File: config.mk
export PLATFORM = sky130hd
export DESIGN_NAME = pwm_reg_bank
export DESIGN_NICKNAME = d
export VERILOG_FILES = /design/src/rtl/pwm_pkg.sv /design/src/rtl/pwm_timebase.sv /design/src/rtl/pwm_reg_bank.sv
export SDC_FILE = /design/constraint.sdc
export NUM_CORES = 1
export LEC_CHECK = 0
export BUFFER_PORTS_ARGS = -buffer_cell sky130_fd_sc_hd__clkbuf_2
export CORE_ASPECT_RATIO = 1.1
export CORE_UTILIZATION = 59
export CTS_BUF_LIST = sky130_fd_sc_hd__clkbuf_4 sky130_fd_sc_hd__clkbuf_8 sky130_fd_sc_hd__clkbuf_16
export CTS_CLUSTER_SIZE = 12
export DETAILED_ROUTE_END_ITERATION = 6
export HOLD_SLACK_MARGIN = 0.12
export MAX_ROUTING_LAYER = met4
export PLACE_DENSITY = 0.78
export SETUP_SLACK_MARGIN = 0.3
export SYNTH_ARGS = -nofsm -noshare
export SYNTH_HDL_FRONTEND = slang
export SYNTH_SLANG_ARGS = --single-unit
File: constraint.sdc
create_clock -name clk -period 3.92 [get_ports clk]
set_input_delay 0.196 -clock clk [delete_from_list [all_inputs] [get_ports clk]]
set_output_delay 0.196 -clock clk [all_outputs]
set_load 0.01 [all_outputs]
File: src/rtl/pwm_pkg.sv
// Shared constants and helpers for the PWM register bank and its timebase.
package pwm_pkg;

    localparam int PWM_CNT_W   = 8;
    localparam int WR_FLAG_BIT = 7;
    localparam int REG_ADDR_W  = 7;

    localparam logic [REG_ADDR_W-1:0] ADDR_EN_LO   = 7'h00;
    localparam logic [REG_ADDR_W-1:0] ADDR_EN_HI   = 7'h01;
    localparam logic [REG_ADDR_W-1:0] ADDR_MODE_LO = 7'h02;
    localparam logic [REG_ADDR_W-1:0] ADDR_MODE_HI = 7'h03;
    localparam logic [REG_ADDR_W-1:0] ADDR_DUTY    = 7'h04;

    localparam logic [PWM_CNT_W-1:0] DUTY_FULL = '1;

    // Full-scale duty holds the level high; otherwise high while the counter is below duty.
    function automatic logic pwm_compare(input logic [PWM_CNT_W-1:0] cnt,
                                         input logic [PWM_CNT_W-1:0] duty);
        return (duty == DUTY_FULL) || (cnt < duty);
    endfunction

endpackage

File: src/rtl/pwm_timebase.sv
// Free-running PWM timebase: prescaler plus 8-bit period counter.
// period_wrap is high for the one cycle whose closing edge takes pwm_cnt from 255 to 0.
module pwm_timebase
    import pwm_pkg::*;
#(
    parameter int PRESCALE = 13
) (
    input  logic                 clk,
    input  logic                 rst_n,
    output logic [PWM_CNT_W-1:0] pwm_cnt,
    output logic                 period_wrap
);

    localparam logic [15:0] PRE_LAST = 16'(PRESCALE - 1);

    logic [15:0] presc;
    logic        step;

    assign step        = (presc == PRE_LAST);
    assign period_wrap = step && (pwm_cnt == '1);

    // Prescaler wraps every PRESCALE cycles and advances the PWM counter on each wrap.
    always_ff @(posedge clk or negedge rst_n) begin
        if (!rst_n) begin
            presc   <= '0;
            pwm_cnt <= '0;
        end else if (step) begin
            presc   <= '0;
            pwm_cnt <= pwm_cnt + 1'b1;
        end else begin
            presc   <= presc + 1'b1;
        end
    end

endmodule

File: src/rtl/pwm_reg_bank.sv
// PWM register bank: decodes SPI write frames into five control registers and
// drives 16 pins that are off, statically on, or follow the shared PWM level.
// Optional feature macro: PWM_DUTY_SHADOW_EN (duty updates deferred to period boundary).
module pwm_reg_bank
    import pwm_pkg::*;
#(
    parameter int PRESCALE = 13,
    parameter int MAX_ADDR = 4
) (
    input  logic        clk,
    input  logic        rst_n,
    input  logic        wr_valid,
    input  logic [7:0]  wr_cmd,
    input  logic [7:0]  wr_data,
    output logic [15:0] out,
    output logic        pwm_level
);

    localparam logic [REG_ADDR_W-1:0] MAX_ADDR_W = REG_ADDR_W'(MAX_ADDR);

    logic [PWM_CNT_W-1:0]  pwm_cnt;
    logic                  period_wrap;
    logic [15:0]           en_out;
    logic [15:0]           pwm_mode;
    logic [PWM_CNT_W-1:0]  duty_wr;
    logic [PWM_CNT_W-1:0]  duty_active;
    logic [REG_ADDR_W-1:0] wr_addr;
    logic                  wr_accept;
    logic                  level_next;

    pwm_timebase #(
        .PRESCALE(PRESCALE)
    ) u_timebase (
        .clk        (clk),
        .rst_n      (rst_n),
        .pwm_cnt    (pwm_cnt),
        .period_wrap(period_wrap)
    );

    assign wr_addr   = wr_cmd[REG_ADDR_W-1:0];
    assign wr_accept = wr_valid && wr_cmd[WR_FLAG_BIT] && (wr_addr <= MAX_ADDR_W);

    // Register file write port; reads and out-of-range addresses leave state untouched.
    always_ff @(posedge clk or negedge rst_n) begin
        if (!rst_n) begin
            en_out   <= '0;
            pwm_mode <= '0;
            duty_wr  <= '0;
        end else if (wr_accept) begin
            case (wr_addr)
                ADDR_EN_LO:   en_out[7:0]    <= wr_data;
                ADDR_EN_HI:   en_out[15:8]   <= wr_data;
                ADDR_MODE_LO: pwm_mode[7:0]  <= wr_data;
                ADDR_MODE_HI: pwm_mode[15:8] <= wr_data;
                ADDR_DUTY:    duty_wr        <= wr_data;
                default:      ;
            endcase
        end
    end

`ifdef PWM_DUTY_SHADOW_EN
    // duty_wr is the shadow; the compare value only changes at the 255->0 wrap,
    // so a write on the wrap edge itself is picked up one period later.
    always_ff @(posedge clk or negedge rst_n) begin
        if (!rst_n) begin
            duty_active <= '0;
        end else if (period_wrap) begin
            duty_active <= duty_wr;
        end
    end
`else
    // Duty register feeds the comparator directly.
    always_comb begin
        duty_active = duty_wr;
    end
`endif

    // Next-cycle PWM level from the current counter and active duty.
    always_comb begin
        level_next = pwm_compare(pwm_cnt, duty_active);
    end

    // Registered pin and level outputs; enabled pins follow the level only in PWM mode.
    always_ff @(posedge clk or negedge rst_n) begin
        if (!rst_n) begin
            out       <= '0;
            pwm_level <= 1'b0;
        end else begin
            out       <= en_out & (~pwm_mode | {16{level_next}});
            pwm_level <= level_next;
        end
    end

endmodule

==> qor.yml <==
post_drt_via_cell_ratio: 5.539
async_flop_share_pct: 100.0
post-dp-hpwl_um: 3964
placementRows: 28
cts_tree: "built"
post-route-min-period_ps: 1943
finalSetupViolations: 0
drt_wl_total_um: 5857
slew_headroom_pct: 36.01
synth_seq_cells: 81
fp.coreArea_sq_um: 5500
port_buffers: 35
synth_nets: 289
placed_area_sq_um: 3695
root_buffer: "clkbuf_8"
required_ps: 4190
wl_per_cell_um: 15.25
gp_congestion: 0.7865
cts.repair.resized: 0
total_leakage_power_nw: 1.901
crit_type: "reg2reg"
worstSetupStartpointType: "flop"
worst-path-max-fanout: 17
status: "finished clean"
max_stage_delay_ps: 550
grt_max_degree: 82
clkSlewWorstSetupHoldPaths_ps: 90
grt_pass1_vias: 2097
cts_buffer_depth: 2
drv_cap: 0
avgSynthCellArea_sq_um: 13.19
grt_use_total_pct: 23.01
drive_above_1_share_pct: 32.04
hp-class: "in2reg"
skew_ps: 9.965
ys_warn_count: 0
vias: 2127
grt_pass1_wl_um: 9867
netlist-cell-type-count: 35
setup_ws_ps: 1977
initial_utilization_pct: 62.33
area_delta_synth_final_pct: 13.76
fillers: 401
dieArea_sq_um: 6120
setup_tns_ps: 0
io-pin-count: 36
antenna_left: 0
drc_errors: 0
critPathCaptureType: "flop"
drtIter0Drc: 119
place_inst: 367
path_delay_family: "compound AO/OA/AOI/OAI gates"
design_area_sq_um: 3900
slowest_stage: "a2111oi_0"
fin_util_pct: 70.91
synthCells: 260
die_h_um: 81.95
final_cell_mix: "dfrtp_1, mux2_2, clkbuf_2"
clkLatencyLatePin_ps: 360
tightest_slew_ps: 959.9
clock_sinks: 81
antenna_found_initial: 0
htreeDepth: 3
holdWs_ps: 141.1
power.total_mw: 1.585
pre_cts_slack_ps: 1956
critical_path_buf_inv_count: 1
layout_commonest_cell: "dfrtp_1"
cts-buffers-inserted: 9
synth_area_sq_um: 3428
overflow: 0
instances_no_fill: 384
hold_viol_final: 0
ys_seq_area_share_pct: 59.12
fin_crit_sh_pct: 49.56
drtPass1Iterations: 4
synth_flop_cell: "dfrtp_1"
vdd_drop_max_mv: 0.2678
arrival_ps: 2210
cts_setup_buffers: 0
synth-edff-count: 0
fmax_mhz: 514.7
antenna_cells: 0
grt_setup_unrepaired: "no"
power.density_nw_per_um2: 406.5
layout.nets: 333
drv_slew: 0
path_cells: "ha_1 -> a2111oi_0 -> o31ai_2 -> buf_4 -> a31oi_1"
die-width_um: 74.68
sequential cells by signal, indices dropped and copies added, names as in the netlist:
signal and cells:
en_out 16, out 16, pwm_mode 16, u_timebase.presc 16
duty_active 8, u_timebase.pwm_cnt 8, pwm_level 1
cell families (layout without fill, tap and decap cells):
kind of cell,Yosys count,after routing,synth area share [%]
flops,81,81,59.12
compound gates,21,21,4.088
mux,41,41,13.47
xor+xnor,21,21,5.365
fa+ha+maj,10,10,3.650
simple gates,56,56,10.95
buf+inv,30,79,3.357
routing by layer:
layer / track usage (%) / vias to the layer above / share of wire [%]
met5: - / - / 0
met4: 11.89 / 0 / 2.7
met3: 5.153 / 15 / 3.6
met2: 34.23 / 49 / 48
met1: 29.54 / 1066 / 46
li1: - / 997 / -
power by group:
part / internal (mW) / switching, mW
Clock: 0.292 / 0.305
Sequential: 0.864 / 0.0137
Combinational: 0.0438 / 0.0654
Total: 1.20 / 0.385
cell usage after synthesis, drive strengths merged (2+ instances only):
library cell / n / area (sq um)
inv: 26 / 97.59
ha: 10 / 125.1
buf: 3 / 13.76
nand2: 9 / 33.78
xnor2: 15 / 131.4
mux2: 41 / 461.7
nor3: 4 / 31.28
nor2: 10 / 40.04
and4: 3 / 26.28
nand3: 8 / 40.04
a31oi: 16 / 100.1
nor3b: 3 / 45.05
nor4: 2 / 27.53
nand4: 8 / 50.05
and3: 3 / 18.77
xor2: 6 / 52.55
dfrtp: 81 / 2027
area by class of cell:
cell class                 instances  area (sq um)  area share [%]
sequential                        81          2027           51.97
multi-input combinational        149          1291           33.11
timing repair buffer              37         195.2           5.005
clock buffer                       9         123.9           3.176
inverter                          26         97.59           2.502
tap                               75         93.84           2.406
clock inverter                     7         71.32           1.829
final timing paths:
kind | startpoint | to | slack (ps) | depth (start not counted)
max | u_timebase.pwm_cnt[1]$_DFFE_PN0N_ | out[4]$_DFF_PN0_ | 1980 | 5
min | wr_data[6] | pwm_mode[6]$_DFFE_PN0P_ | 140 | 2
max reg2reg | u_timebase.pwm_cnt[1]$_DFFE_PN0N_ | out[4]$_DFF_PN0_ | 1980 | 5
min reg2reg | pwm_mode[6]$_DFFE_PN0P_ | out[6]$_DFF_PN0_ | 440 | 1
max in group asynchronous | rst_n | pwm_mode[0]$_DFFE_PN0P_ | 2770 | 2
min in group asynchronous | rst_n | u_timebase.presc[7]$_DFF_PN0_ | 530 | 2
what timing repair did:
action	in CTS	in global routing
hold buffers	1	0
endpoints found under the hold margin	81	0
endpoints found under the setup margin	0	0
worst register-to-register path, stage by stage (launching register included):
cell	delay (ps)
dfrtp_1	430
ha_1	310
a2111oi_0	550
o31ai_2	150
buf_4	220
a31oi_1	210
(Power assumes the default switching activity.)
